===== config.mk =====
export PLATFORM = sky130hd
export DESIGN_NAME = multicycle_ctrl
export DESIGN_NICKNAME = d
export VERILOG_FILES = /design/src/rtl/mc_pkg.sv /design/src/rtl/ctrl_decode.sv /design/src/rtl/multicycle_ctrl.sv
export SDC_FILE = /design/constraint.sdc
export NUM_CORES = 1
export LEC_CHECK = 0
export ABC_AREA = 1
export CAP_MARGIN = 20
export CORE_UTILIZATION = 43
export DETAILED_ROUTE_END_ITERATION = 12
export PLACE_DENSITY_LB_ADDON = 0.3
export SLEW_MARGIN = 15
export SYNTH_ARGS = -nofsm -noshare
export SYNTH_HDL_FRONTEND = slang
export SYNTH_SLANG_ARGS = --single-unit

===== constraint.sdc =====
create_clock -name clock -period 1.8 [get_ports clock]
set_clock_uncertainty 0.05 [all_clocks]
set_input_delay 0.36 -clock clock [delete_from_list [all_inputs] [get_ports clock]]
set_output_delay 0.36 -clock clock [all_outputs]
set_load 0.02 [all_outputs]

===== src/rtl/mc_pkg.sv =====
// rtl/mc_pkg.sv - shared states, opcode constants and control encodings for multicycle_ctrl
package mc_pkg;

  typedef enum logic [2:0] {
    S_FETCH  = 3'd0,
    S_DECODE = 3'd1,
    S_EXEC   = 3'd2,
    S_MEM    = 3'd3,
    S_WB     = 3'd4
  } state_t;

  typedef enum logic [3:0] {
    C_R, C_IALU, C_LW, C_SW, C_BEQ, C_BNE, C_J, C_JAL, C_JR, C_ILL
  } iclass_t;

  localparam logic [5:0] OP_R   = 6'b000000;
  localparam logic [5:0] OP_LW  = 6'b100011;
  localparam logic [5:0] OP_SW  = 6'b101011;
  localparam logic [5:0] OP_BEQ = 6'b000100;
  localparam logic [5:0] OP_BNE = 6'b000101;
  localparam logic [5:0] OP_J   = 6'b000010;
  localparam logic [5:0] OP_JAL = 6'b000011;
  localparam logic [5:0] FN_JR  = 6'b001000;

  localparam logic [1:0] PC_SEQ  = 2'b00;
  localparam logic [1:0] PC_BR   = 2'b01;
  localparam logic [1:0] PC_JUMP = 2'b10;
  localparam logic [1:0] PC_REG  = 2'b11;

  localparam logic [1:0] RD_RT = 2'b00;
  localparam logic [1:0] RD_RD = 2'b01;
  localparam logic [1:0] RD_RA = 2'b10;

  typedef struct packed {
    logic [1:0] alu_op;
    logic       alu_src;
    logic       i_format;
    logic       sftmd;
    logic       jr;
  } exctl_t;

endpackage


===== src/rtl/ctrl_decode.sv =====
// rtl/ctrl_decode.sv - combinational opcode/funct decode into instruction class and execute controls
module ctrl_decode
  import mc_pkg::*;
(
  input  logic [5:0] opcode,
  input  logic [5:0] funct,
  output iclass_t    iclass,
  output exctl_t     ctl
);

  logic r_format;
  logic i_fmt;
  logic is_lw;
  logic is_sw;
  logic is_br;

  assign r_format = (opcode == OP_R);
  assign i_fmt    = (opcode[5:3] == 3'b001);
  assign is_lw    = (opcode == OP_LW);
  assign is_sw    = (opcode == OP_SW);
  assign is_br    = (opcode == OP_BEQ) || (opcode == OP_BNE);

  always_comb begin
    iclass = C_ILL;
    case (opcode)
      OP_R:    iclass = (funct == FN_JR) ? C_JR : C_R;
      OP_LW:   iclass = C_LW;
      OP_SW:   iclass = C_SW;
      OP_BEQ:  iclass = C_BEQ;
      OP_BNE:  iclass = C_BNE;
      OP_J:    iclass = C_J;
      OP_JAL:  iclass = C_JAL;
      default: iclass = i_fmt ? C_IALU : C_ILL;
    endcase
  end

  assign ctl.alu_op   = {r_format | i_fmt, is_br};
  assign ctl.alu_src  = i_fmt | is_lw | is_sw;
  assign ctl.i_format = i_fmt;
  assign ctl.sftmd    = r_format && (funct[5:3] == 3'b000);
  assign ctl.jr       = r_format && (funct == FN_JR);

endmodule


===== src/rtl/multicycle_ctrl.sv =====
// rtl/multicycle_ctrl.sv - FETCH/DECODE/EXEC/MEM/WB sequencer owning every write-enable of the core
module multicycle_ctrl
  import mc_pkg::*;
(
  input  logic        clock,
  input  logic        reset_n,
  input  logic [31:0] imem_rdata,
  input  logic        imem_ready,
  input  logic        dmem_ready,
  input  logic        Zero,
  output logic [31:0] instr,
  output logic        imem_req,
  output logic        dmem_req,
  output logic        dmem_we,
  output logic [1:0]  ALUOp,
  output logic        ALUSrc,
  output logic        I_format,
  output logic        Sftmd,
  output logic        Jr,
  output logic        reg_write,
  output logic [1:0]  reg_dst,
  output logic        mem_to_reg,
  output logic        pc_write,
  output logic [1:0]  pc_src,
  output logic        illegal,
  output logic [2:0]  state
);

  state_t  st;
  iclass_t cls;
  exctl_t  ctl;
  logic [31:0] ir;
  iclass_t dec_cls;
  exctl_t  dec_ctl;
  logic    taken;

  ctrl_decode u_decode (
    .opcode (ir[31:26]),
    .funct  (ir[5:0]),
    .iclass (dec_cls),
    .ctl    (dec_ctl)
  );

  always_ff @(posedge clock or negedge reset_n) begin
    if (!reset_n) begin
      st  <= S_FETCH;
      ir  <= '0;
      cls <= C_R;
      ctl <= '0;
    end else begin
      case (st)
        S_FETCH: begin
          if (imem_ready) begin
            ir <= imem_rdata;
            st <= S_DECODE;
          end
        end
        S_DECODE: begin
          cls <= dec_cls;
          ctl <= dec_ctl;
          st  <= S_EXEC;
        end
        S_EXEC: begin
          case (cls)
            C_R, C_IALU, C_JAL: st <= S_WB;
            C_LW, C_SW:         st <= S_MEM;
            default:            st <= S_FETCH;
          endcase
        end
        S_MEM: begin
          if (dmem_ready) st <= (cls == C_LW) ? S_WB : S_FETCH;
        end
        default: st <= S_FETCH;
      endcase
    end
  end

  assign taken = ((cls == C_BEQ) && Zero) || ((cls == C_BNE) && !Zero);

  // Strobes come straight from state so an async reset kills them in the same cycle.
  always_comb begin
    imem_req   = 1'b0;
    dmem_req   = 1'b0;
    dmem_we    = 1'b0;
    reg_write  = 1'b0;
    reg_dst    = RD_RT;
    mem_to_reg = 1'b0;
    pc_write   = 1'b0;
    pc_src     = PC_SEQ;
    illegal    = 1'b0;
    case (st)
      S_FETCH: imem_req = 1'b1;
      S_EXEC: begin
        case (cls)
          C_BEQ, C_BNE: begin
            pc_write = 1'b1;
            pc_src   = taken ? PC_BR : PC_SEQ;
          end
          C_J: begin
            pc_write = 1'b1;
            pc_src   = PC_JUMP;
          end
          C_JR: begin
            pc_write = 1'b1;
            pc_src   = PC_REG;
          end
          C_ILL: begin
            illegal  = 1'b1;
            pc_write = 1'b1;
            pc_src   = PC_SEQ;
          end
          default: ;
        endcase
      end
      S_MEM: begin
        dmem_req = 1'b1;
        dmem_we  = (cls == C_SW);
        pc_write = dmem_ready && (cls == C_SW);
      end
      S_WB: begin
        reg_write  = 1'b1;
        pc_write   = 1'b1;
        mem_to_reg = (cls == C_LW);
        reg_dst    = (cls == C_JAL) ? RD_RA : ((cls == C_R) ? RD_RD : RD_RT);
        pc_src     = (cls == C_JAL) ? PC_JUMP : PC_SEQ;
      end
      default: ;
    endcase
  end

  assign instr    = ir;
  assign state    = st;
  assign ALUOp    = ctl.alu_op;
  assign ALUSrc   = ctl.alu_src;
  assign I_format = ctl.i_format;
  assign Sftmd    = ctl.sftmd;
  assign Jr       = ctl.jr;

endmodule


==> results of run 1 <==
per-layer routing:
metal | vias to the layer above | wire [um] | track usage (%)
met5 | - | 0 | 0
li1 | 1050 | - | -
met3 | 7 | 381 | 6.528
met2 | 71 | 2548 | 36.34
met4 | 0 | 77 | 6.754
met1 | 964 | 2339 | 26.77
kinds of logic after synthesis:
group,Yosys count,synth area share [%]
AOI/OAI and AO/OA,22,5.869
buffers and inverters,34,8.098
DFF,45,52.82
and+or+nand+nor,161,33.22
synth_stat cells (all sizes together):
master	instances	area [sq um]
buf	10	82.57
nand3	40	205.2
a21oi	10	53.80
nor3	5	41.29
nor2	24	100.1
nand2	88	335.3
a31oi	2	12.51
nor4	2	12.51
or2	1	6.260
inv	23	86.33
o21ai	7	35.03
a2bb2oi	2	17.52
clkbuf	1	3.750
dfrtp	45	1126
and2	1	7.510
o22ai	1	6.260
report_power, final:
part           total [mW]  internal [mW]  switching [mW]
combinational        3.28           1.45            1.83
clock               0.595          0.275           0.320
sequential           1.83           1.47           0.362
critical path, cell delays in order, from the launching register on:
cell and delay, ps:
dfrtp_1 410, or2_4 290, nor2_2 80, and2_4 140
nand2_2 50, nand3_2 70, buf_6 110
state kept, by name (all words and copies together) (netlist names):
name	count
instr	32
cls	4
state	3
ALUOp	2
ALUSrc	1
I_format	1
Jr	1
Sftmd	1
worst paths after layout:
check                           startpoint         to  cells past startpoint
worst max-delay path                cls[3]   pc_write                      6
worst min-delay path             instr[12]  instr[12]                      2
worst max register to register    state[0]  instr[31]                      9
worst min register to register   instr[12]  instr[12]                      2
max in group asynchronous          reset_n   instr[0]                      3
min in group asynchronous          reset_n  instr[10]                      2
repair_timing:
item / in CTS / in global routing
hold buffers: 1 / 0
endpoints found under the hold margin: 16 / 0
setup endpoints to repair: 13 / 13
resized for setup: 53 / 20
pin swaps: 0 / 1
metrics by stage:
stage / total power, mW / hold WS, ps
finish: 5.707 / 426.4
global route: 6.124 / 454.6
CTS: 5.691 / 428.5
detailed placement: 5.072 / 267.9
global placement: 5.000 / 257.6
floorplan: 3.625 / 14.41
area by class of cell:
type                    count  area share [%]
clock buffers               7           2.324
clock inverters             1          0.2286
inverters                  23           2.629
multi-input cells         183           26.74
flip-flops and latches     45           34.44
well taps                  67           2.552
repair buffers            111           31.09
==> summary.md, run 1 <==
| Metric | Value |
|---|---|
| Run status | `finished with violations` |
| Failing checks | `setup timing` |
| Chip height | `72.42 um` |
| Post-Route Setup TNS | `-73.01 ps` |
| Average wire per standard cell | `12.24 um` |
| CTS tree | `yes` |
| P&R area growth vs syn | `54.05%` |
| Post-Syn Area per Cell | `8.138 sq um` |
| Mapped Area | `2132 sq um` |
| Sequential-to-total area share from yosys stat | `52.82%` |
| Critical Path RT | `1390 ps` |
| Drt total wl | `5347 um` |
| Commonest non-fill, non-tap cell in the layout | `nand2_1` |
| Crit path arrival time | `1440 ps` |
| GRT Total Usage | `21.65%` |
| Clock transition at path regs | `80 ps` |
| Placed cell area | `3179 sq um` |
| LEAKAGE | `1.639 nW` |
| Post-Layout Cell Count | `437` |
| Clock Tree Buf Depth | `2` |
| N_diodes | `0` |
| Mapped Nets | `299` |
| Avg Vias per Cell | `4.787` |
| Remaining Overflow, GRT | `0` |
| Pre-CTS setup slack | `-320.2 ps` |
| Cell variety after synth | `28` |
| CTS sink cnt | `45` |
| Core ar. | `4755 sq um` |
| Multi-input gate area | `878.3 sq um` |
| PwrDens | `1738 nW/um^2` |
| Site Rows | `25` |
| Share of layout cells above drive strength 1 | `19.73%` |
| Crit end category | `output port` |
| Post-route ant nets | `0` |
| Worst slew pin tran | `406.4 ps` |
| Internal reg-to-reg setup slack | `110 ps` |
| Residual DRC | `0` |
| Final GP Congestion | `0.8445` |
| Root buf cell | `clkbuf_8` |
| RSZ-0062 raised after global routing | `yes` |
| Drt initial violations | `146` |
| Initial Util | `44.84%` |
| Register area | `1131 sq um` |
| Design Area, Final | `3284 sq um` |
| Period Utilization, post-route | `102.6%` |
| Post-placement cell count | `428` |
| Final max-slew violation count | `0` |
| Fillers | `422` |
| Yosys warning count | `0` |
| Final Hold Viols | `0` |
| Clock latency on the worst-skew pair | `290 ps` |
| Pre-antenna DRT Iters | `4` |
| Largest net degree at the start of global routing | `29` |
| Vias | `2092` |
| Post-Syn Instances | `262` |
| CP Max Fanout | `4` |
| Commonest non-fill, non-tap cells in the layout | `82 x nand2_1, 70 x clkdlybuf4s50_1, 41 x dfrtp_1` |
| Setup ws final | `-46.16 ps` |
| Setup bufs post-CTS | `0` |
| Total CTS buffers | `5` |
| Final min period | `1846 ps` |
| # IOs | `89` |
| Max cap viols | `0` |
| Hold Crit Class | `reg2reg` |
| Die footprint | `5244 sq um` |
| Critical Path Source Type | `flop` |
| Buffers on Ports | `88` |
| Die Span X | `72.42 um` |
| FMAX | `541.7 MHz` |
| Core Util, Final | `69.08%` |
| Slew HR | `72.90%` |
| Vias in the first global route | `1967` |
| Max IR drop VDD | `896.1 uV` |
| Crit Path Category | `reg2out` |
| H-tree levels | `2` |
| Initial antenna violation count | `0` |
| Setup violators final | `4` |
| Fin nets | `406` |
| Post-DP HPWL | `3920 um` |
| First-pass GRT wire length | `8811 um` |
| Number of synthesized register bits | `45` |
(Power assumes the default switching activity.)
==> run 2: changes to the inputs <==
--- a/config.mk
+++ b/config.mk
@@ -9,7 +9,9 @@
 export CAP_MARGIN = 20
 export CORE_UTILIZATION = 43
 export DETAILED_ROUTE_END_ITERATION = 12
+export GPL_ROUTABILITY_DRIVEN = 0
 export PLACE_DENSITY_LB_ADDON = 0.3
+export SETUP_SLACK_MARGIN = 0.3
 export SLEW_MARGIN = 15
 export SYNTH_ARGS = -nofsm -noshare
 export SYNTH_HDL_FRONTEND = slang
==> run 2 against run 1 <==
  * The flow still finishes with violations (setup timing)
  * Via count increased by 10%
  * Clock power grew 35%
  * Non-clock buffer count grew 16
  * Core utilization increased by 13 points
  * Critical endpoint is now mem_to_reg
  * Largest power group unchanged
==> summary.md, run 2 (synthesis gave the netlist of run 1 again) <==
| Metric | Value |
|---|---|
| FF-to-FF End | `instr[12]` |
| P&R area growth vs syn | `83.74%` |
| Setup violators final | `5 (+1)` |
| Worst slew pin tran | `496.0 ps (+89.53 ps)` |
| Post-route ant nets | `0 (unchanged)` |
| Period Utilization, post-route | `105.7% (+3.2 points)` |
| GRT Total Usage | `24.55% (+2.9 points)` |
| Final max-slew violation count | `0 (unchanged)` |
| DR WL met3 | `466 um (+22%)` |
| Max IR drop VDD | `1114 uV (+24%)` |
| Crit-path leading delay family | `simple AND/OR/NAND/NOR gates` |
| Max cap viols | `0 (unchanged)` |
| CTS sink cnt | `45 (unchanged)` |
| Failing checks | `setup timing` |
| Fillers | `306 (-27%)` |
| Overall Power | `7.253 mW (+27%)` |
| Wl on met1 | `2739 um (+17%)` |
| Internal reg-to-reg setup slack | `30 ps (-80 ps)` |
| Largest net degree at the start of global routing | `27 (-6.9%)` |
| Cell Chain, Critical Path | `or2_4, buf_6, nor4_4, buf_4` |
| Die footprint | `5244 sq um (unchanged)` |
| Buffers on Ports | `88 (unchanged)` |
| Setup ws final | `-103.2 ps (-57.03 ps)` |
| Fin nets | `422 (+3.9%)` |
| Core ar. | `4755 sq um (unchanged)` |
| RR Startpoint | `state[1]` |
| Root buf cell | `clkbuf_8` |
| Slew HR | `66.94% (-6.0 points)` |
| Final Hold Viols | `0 (unchanged)` |
| Initial Util | `44.84% (unchanged)` |
| Site Rows | `25 (unchanged)` |
| Total CTS buffers | `5 (unchanged)` |
| Pre-antenna DRT Iters | `4 (unchanged)` |
| Critical Path RT | `1390 ps (about the same)` |
| H-tree levels | `2 (unchanged)` |
| Clock latency on the worst-skew pair | `290 ps (about the same)` |
| Share of layout cells above drive strength 1 | `41.19% (+21 points)` |
| First-pass GRT wire length | `9880 um (+12%)` |
| Slowest cell on crit path | `dfrtp_1` |
| Run status | `finished with violations` |
| Chip height | `72.42 um (unchanged)` |
| Worst Path Buf+Inv | `2 (+1)` |
| DR top layer | `met4` |
| Worst Hold Launch | `ALUOp[0]` |
| Max reg flops | `32 (unchanged)` |
| Crit end category | `output port` |
| Worst Hold End | `ALUOp[0]` |
| Post-DP HPWL | `3918 um (about the same)` |
| CTS tree | `yes` |
| Crit path arrival time | `1490 ps (+50 ps)` |
| Hold Crit Class | `reg2reg` |
| N_diodes | `0 (unchanged)` |
| CP Max Fanout | `4 (unchanged)` |
| Critical Path Max Stage Delay | `440 ps (+30 ps)` |
| Crit Path Category | `reg2out` |
| Clock transition at path regs | `90 ps (about the same)` |
| Remaining Overflow, GRT | `0 (unchanged)` |
| PwrDens | `1851 nW/um^2 (+6.6%)` |
| Worst Hold Depth | `2 (unchanged)` |
| Final min period | `1903 ps (+57.03 ps)` |
| Average wire per standard cell | `15.87 um (+30%)` |
| RSZ-0062 raised after global routing | `yes` |
| FMAX | `525.4 MHz (-3.0%)` |
| Residual DRC | `0 (unchanged)` |
| Initial antenna violation count | `0 (unchanged)` |
| Vias in the first global route | `2183 (+11%)` |
| Avg Vias per Cell | `5.099 (+6.5%)` |
| Drt total wl | `7191 um (+34%)` |
| LEAKAGE | `1.940 nW (+18%)` |
| Drt initial violations | `81 (-45%)` |
| Die Span X | `72.42 um (unchanged)` |
| Vias | `2310 (+10%)` |
| Cells on worst reg2reg path | `12 (+3)` |
| Minimum hold slack | `452.5 ps (+26.12 ps)` |
| Clock Tree Buf Depth | `2 (unchanged)` |
| Critical Path Source Type | `flop` |
| Routed met2 length | `3881 um (+52%)` |
| Post-Route Setup TNS | `-232.2 ps (-159.2 ps)` |
| # IOs | `89 (unchanged)` |
| Commonest non-fill, non-tap cells in the layout | `41 x dfrtp_1, 41 x nand2_1, 37 x nand3_1` |
## run 2: cell count changes in the layout (fill, tap and decap cells not counted), moves of 4 or more
| cell | before | now |
|---|---|---|
| a21oi_1 | 9 | 2 |
| buf_12 | 0 | 4 |
| buf_6 | 2 | 15 |
| nor2_1 | 18 | 11 |
| nand2_4 | 1 | 21 |
| dlygate4sd2_1 | 3 | 22 |
| clkdlybuf4s15_1 | 0 | 8 |
| nand2_2 | 5 | 25 |
| clkbuf_2 | 3 | 9 |
| clkdlybuf4s50_1 | 70 | 35 |
| a21oi_2 | 1 | 8 |
| nand2_1 | 82 | 41 |
| nor2_4 | 1 | 10 |
## run 2: cell type report
class	instances	area, sq um	share of cell area, %
multi-input combinational	183	1219	31.11
sequential	45	1131	28.87
timing repair buffer	127	1276	32.58
inverter	23	91.34	2.332
clock buffer	7	86.33	2.204
tap	67	83.83	2.140
clock inverter	1	30.03	0.7665
## run 2: through the flow
step	setup slack (ps)	instance area, sq um	utilization [%]	cells
final	-103.2	3918	82.39	453
after global routing	-135.9	3918	82.39	453
after detailed placement	-289.6	3257	68.50	430
after floorplan	154.6	2178	-	262
after global placement	-280.8	3257	68.50	430
after CTS	-117.7	3622	76.18	448
## run 2: repair_timing
item | CTS | global route
setup buffers | 6 | 3
pin swaps | 7 | 6
setup endpoints to repair | 84 | 54
endpoints found under the hold margin | 19 | 0
gates resized for setup | 157 | 102
hold buffers | 1 | 0
gates cloned | 3 | 2
## run 2: power breakdown
part / internal (mW) / switching, mW / leakage (nW)
clock: 0.453 / 0.348 / 0.0585
sequential: 1.47 / 0.497 / 0.550
combinational: 2.07 / 2.41 / 1.33
## run 2: worst reg2reg max path: cells and delay by family, from the launching register on
kind	cells	cell delay, ps
DFF	1	450
and+or+nand+nor	5	400
buffers and inverters	7	760
## run 2: worst max path at each step
stage / slack [ps] / from / end / cells after the start
3_5_place_dp: -290 / Zero / pc_src[0] / 6
6_report: -100 / cls[3] / mem_to_reg / 4
3_3_place_gp: -280 / Zero / pc_src[0] / 6
2_1_floorplan: 150 / state[1] / pc_write / 5
5_1_grt: -140 / cls[3] / mem_to_reg / 4
4_1_cts: -120 / cls[3] / mem_to_reg / 4
## run 2: per-layer routing
| metal | vias up | track usage, % |
|---|---|---|
| met1 | 1120 | 30.13 |
| li1 | 1086 | - |
| met4 | 0 | 6.318 |
| met2 | 92 | 42.16 |
| met3 | 12 | 7.361 |
| met5 | - | 0 |
==> run 3: changes to the inputs <==
--- a/config.mk
+++ b/config.mk
@@ -7,7 +7,7 @@
 export LEC_CHECK = 0
 export ABC_AREA = 1
 export CAP_MARGIN = 20
-export CORE_UTILIZATION = 43
+export CORE_UTILIZATION = 38
 export DETAILED_ROUTE_END_ITERATION = 12
 export GPL_ROUTABILITY_DRIVEN = 0
 export PLACE_DENSITY_LB_ADDON = 0.3
==> constraint.sdc (replaced) <==
create_clock -name clock -period 1.6 [get_ports clock]
set_clock_uncertainty 0.05 [all_clocks]
set_input_delay 0.32 -clock clock [delete_from_list [all_inputs] [get_ports clock]]
set_output_delay 0.32 -clock clock [all_outputs]
set_load 0.02 [all_outputs]
==> run 3 against run 2 <==
  * Flip-flop and latch count unchanged
  * The flow still finishes with violations (setup timing)
  * Via count up 3.3%
  * Sequential power up 9.6%
  * Sequential share of layout area down 2.1 points
  * Critical path depth unchanged
  * Critical path type unchanged
  * Clock power up 7.9%
  * Highest routed layer unchanged
  * Register-to-register slack worse by 170 ps
  * Total power up 24%
  * Global-route usage down 0.30 points
==> summary.md, run 3 (synthesis gave the netlist of run 1 again) <==
| Metric | Value |
|---|---|
| CTS tree | `yes` |
| Clock transition at path regs | `90 ps (about the same)` |
| Slew HR | `75.39% (+8.4 points)` |
| CTS sink cnt | `45 (unchanged)` |
| Run status | `finished with violations` |
| Design Area, Final | `4238 sq um (+8.2%)` |
| Cell Chain, Critical Path | `or2_4, buf_6, nor4_4, buf_4` |
| Vias | `2387 (+3.3%)` |
| Critical Path Source Type | `flop` |
| Die footprint | `5914 sq um (+13%)` |
| PwrDens | `2123 nW/um^2 (+15%)` |
| Critical Path RT | `1230 ps (-160 ps)` |
| LEAKAGE | `2.087 nW (+7.6%)` |
| Drt total wl | `7222 um (+0.43%)` |
| Internal reg-to-reg setup slack | `-140 ps (-170 ps)` |
| # IOs | `89 (unchanged)` |
| Cells on worst reg2reg path | `12 (unchanged)` |
| Largest net degree at the start of global routing | `32 (+19%)` |
| Final max-slew violation count | `0 (unchanged)` |
| N_diodes | `0 (unchanged)` |
| Max cap viols | `0 (unchanged)` |
| FMAX | `532.2 MHz` |
| Pre-CTS setup slack | `-470.1 ps (-180.4 ps)` |
| Crit Path Category | `reg2out` |
| Max reg flops | `32 (unchanged)` |
| Core Util, Final | `80.41% (-2.0 points)` |
| H-tree levels | `2 (unchanged)` |
| Buffers on Ports | `88 (unchanged)` |
| Setup violators final | `43 (+38)` |
| Max IR drop VDD | `1179 uV (+5.9%)` |
| Post-DP HPWL | `3867 um (-1.3%)` |
| Placed cell area | `3303 sq um (+1.4%)` |
| Final min period | `1879 ps` |
| Slowest cell on crit path | `dfrtp_1` |
| RSZ-0062 raised after global routing | `yes` |
| Core ar. | `5270 sq um (+11%)` |
| Pre-antenna DRT Iters | `4 (unchanged)` |
| Remaining Overflow, GRT | `0 (unchanged)` |
| Failing checks | `setup timing` |
| Crit path arrival time | `1510 ps (+20 ps)` |
| Site Rows | `26 (+4.0%)` |
| Total CTS buffers | `5 (unchanged)` |
| Crit end category | `output port` |
| Post-Route Setup TNS | `-4982 ps (-4750 ps)` |
| Period Utilization, post-route | `117.4%` |
| Final Hold Viols | `0 (unchanged)` |
| Commonest non-fill, non-tap cells in the layout | `42 x nand2_1, 39 x dfrtp_1, 35 x clkdlybuf4s50_1, 35 x buf_2, 32 x buf_4` |
| FF-to-FF End | `instr[26]` |
| CP Max Fanout | `4 (unchanged)` |
| Hold Crit Class | `in2async` |
| Clock Tree Buf Depth | `2 (unchanged)` |
| First-pass GRT wire length | `11130 um (+13%)` |
| Drt initial violations | `118 (+46%)` |
| P&R area growth vs syn | `98.77%` |
| Average wire per standard cell | `15.11 um (-4.8%)` |
| Fin nets | `444 (+5.2%)` |
| Die Span X | `76.91 um (+6.2%)` |
| Share of layout cells above drive strength 1 | `56.86% (+16 points)` |
| Initial Util | `40.46% (-4.4 points)` |
| Residual DRC | `0 (unchanged)` |
| Clock latency on the worst-skew pair | `300 ps (about the same)` |
| Commonest non-fill, non-tap cell in the layout | `nand2_1` |
| Root buf cell | `clkbuf_8` |
| Avg Vias per Cell | `4.994 (-2.1%)` |
| Worst slew pin tran | `369.2 ps (-126.7 ps)` |
| Chip height | `76.91 um (+6.2%)` |
| Post-route ant nets | `0 (unchanged)` |
| GRT Total Usage | `24.24% (-0.30 points)` |
| Critical Path Max Stage Delay | `440 ps (about the same)` |
| Setup ws final | `-279.1 ps (-175.9 ps)` |
| Initial antenna violation count | `0 (unchanged)` |
| Vias in the first global route | `2296 (+5.2%)` |
| RR Startpoint | `state[1]` |
run 3: changes by cell type in the layout (fill, tap and decap cells not counted), sizes merged:
cell | before | now
clkinv | 0 | 1
clkdlybuf4s15 | 9 | 1
buf | 49 | 112
dlygate4sd2 | 22 | 0
clkbuf | 18 | 6
run 3: stage by stage:
| stage | hold slack, ps | total power, mW | instances |
|---|---|---|---|
| floorplan | -25.59 | 4.211 | 262 |
| global placement | 199.9 | 5.859 | 433 |
| detailed placement | 207.6 | 5.913 | 433 |
| CTS | 420.0 | 8.136 | 470 |
| global route | 430.1 | 9.465 | 478 |
| finish | 404.7 | 8.995 | 478 |
run 3: area by class of cell:
type | count | area (sq um)
clock buffer | 6 | 72.57
clock inverter | 2 | 38.79
fill | 327 | 1032
inverter | 23 | 96.34
multi-input combinational | 183 | 1326
sequential | 45 | 1134
tap | 70 | 87.58
timing repair buffer | 149 | 1483
run 3: layer usage:
metal | global-route usage, % | share of wire (%) | routed length [um] | vias up
li1 | - | - | - | 1138
met1 | 29.82 | 42 | 3001 | 1147
met2 | 42.32 | 52 | 3739 | 96
met3 | 6.071 | 5.8 | 416 | 6
met4 | 5.769 | 0.90 | 65 | 0
met5 | 0 | 0 | 0 | -
run 3: how the worst max path moves through the flow:
stage	startpoint	to	slack, ps	cells after the start
final	cls[3]	mem_to_reg	-280	4
after global routing	cls[2]	pc_src[1]	-340	6
after CTS	cls[1]	pc_src[1]	-290	6
after detailed placement	Zero	pc_src[0]	-470	6
after global placement	Zero	pc_src[0]	-440	6
after floorplan	state[1]	pc_write	-5	5
run 3: power breakdown:
| part | switching (mW) | total, mW | internal [mW] | leakage, nW |
|---|---|---|---|---|
| registers | 0.504 | 2.16 | 1.66 | 0.548 |
| logic | 3.08 | 5.97 | 2.88 | 1.48 |
| clock network | 0.396 | 0.865 | 0.469 | 0.0554 |
run 3: repair_timing:
action,in CTS,in global routing
hold buffers,1,0
setup endpoints to repair,88,62
hold endpoints to repair,14,0
buffers inserted,19,8
cloned,9,0
resized for setup,316,79
pin swaps,18,14
run 3: worst max-delay path: cells and delay by family (launching register included):
kind / cells / cell delay (ps)
AND/OR/NAND/NOR: 2 / 460
buffers and inverters: 2 / 310
flip-flops: 1 / 440
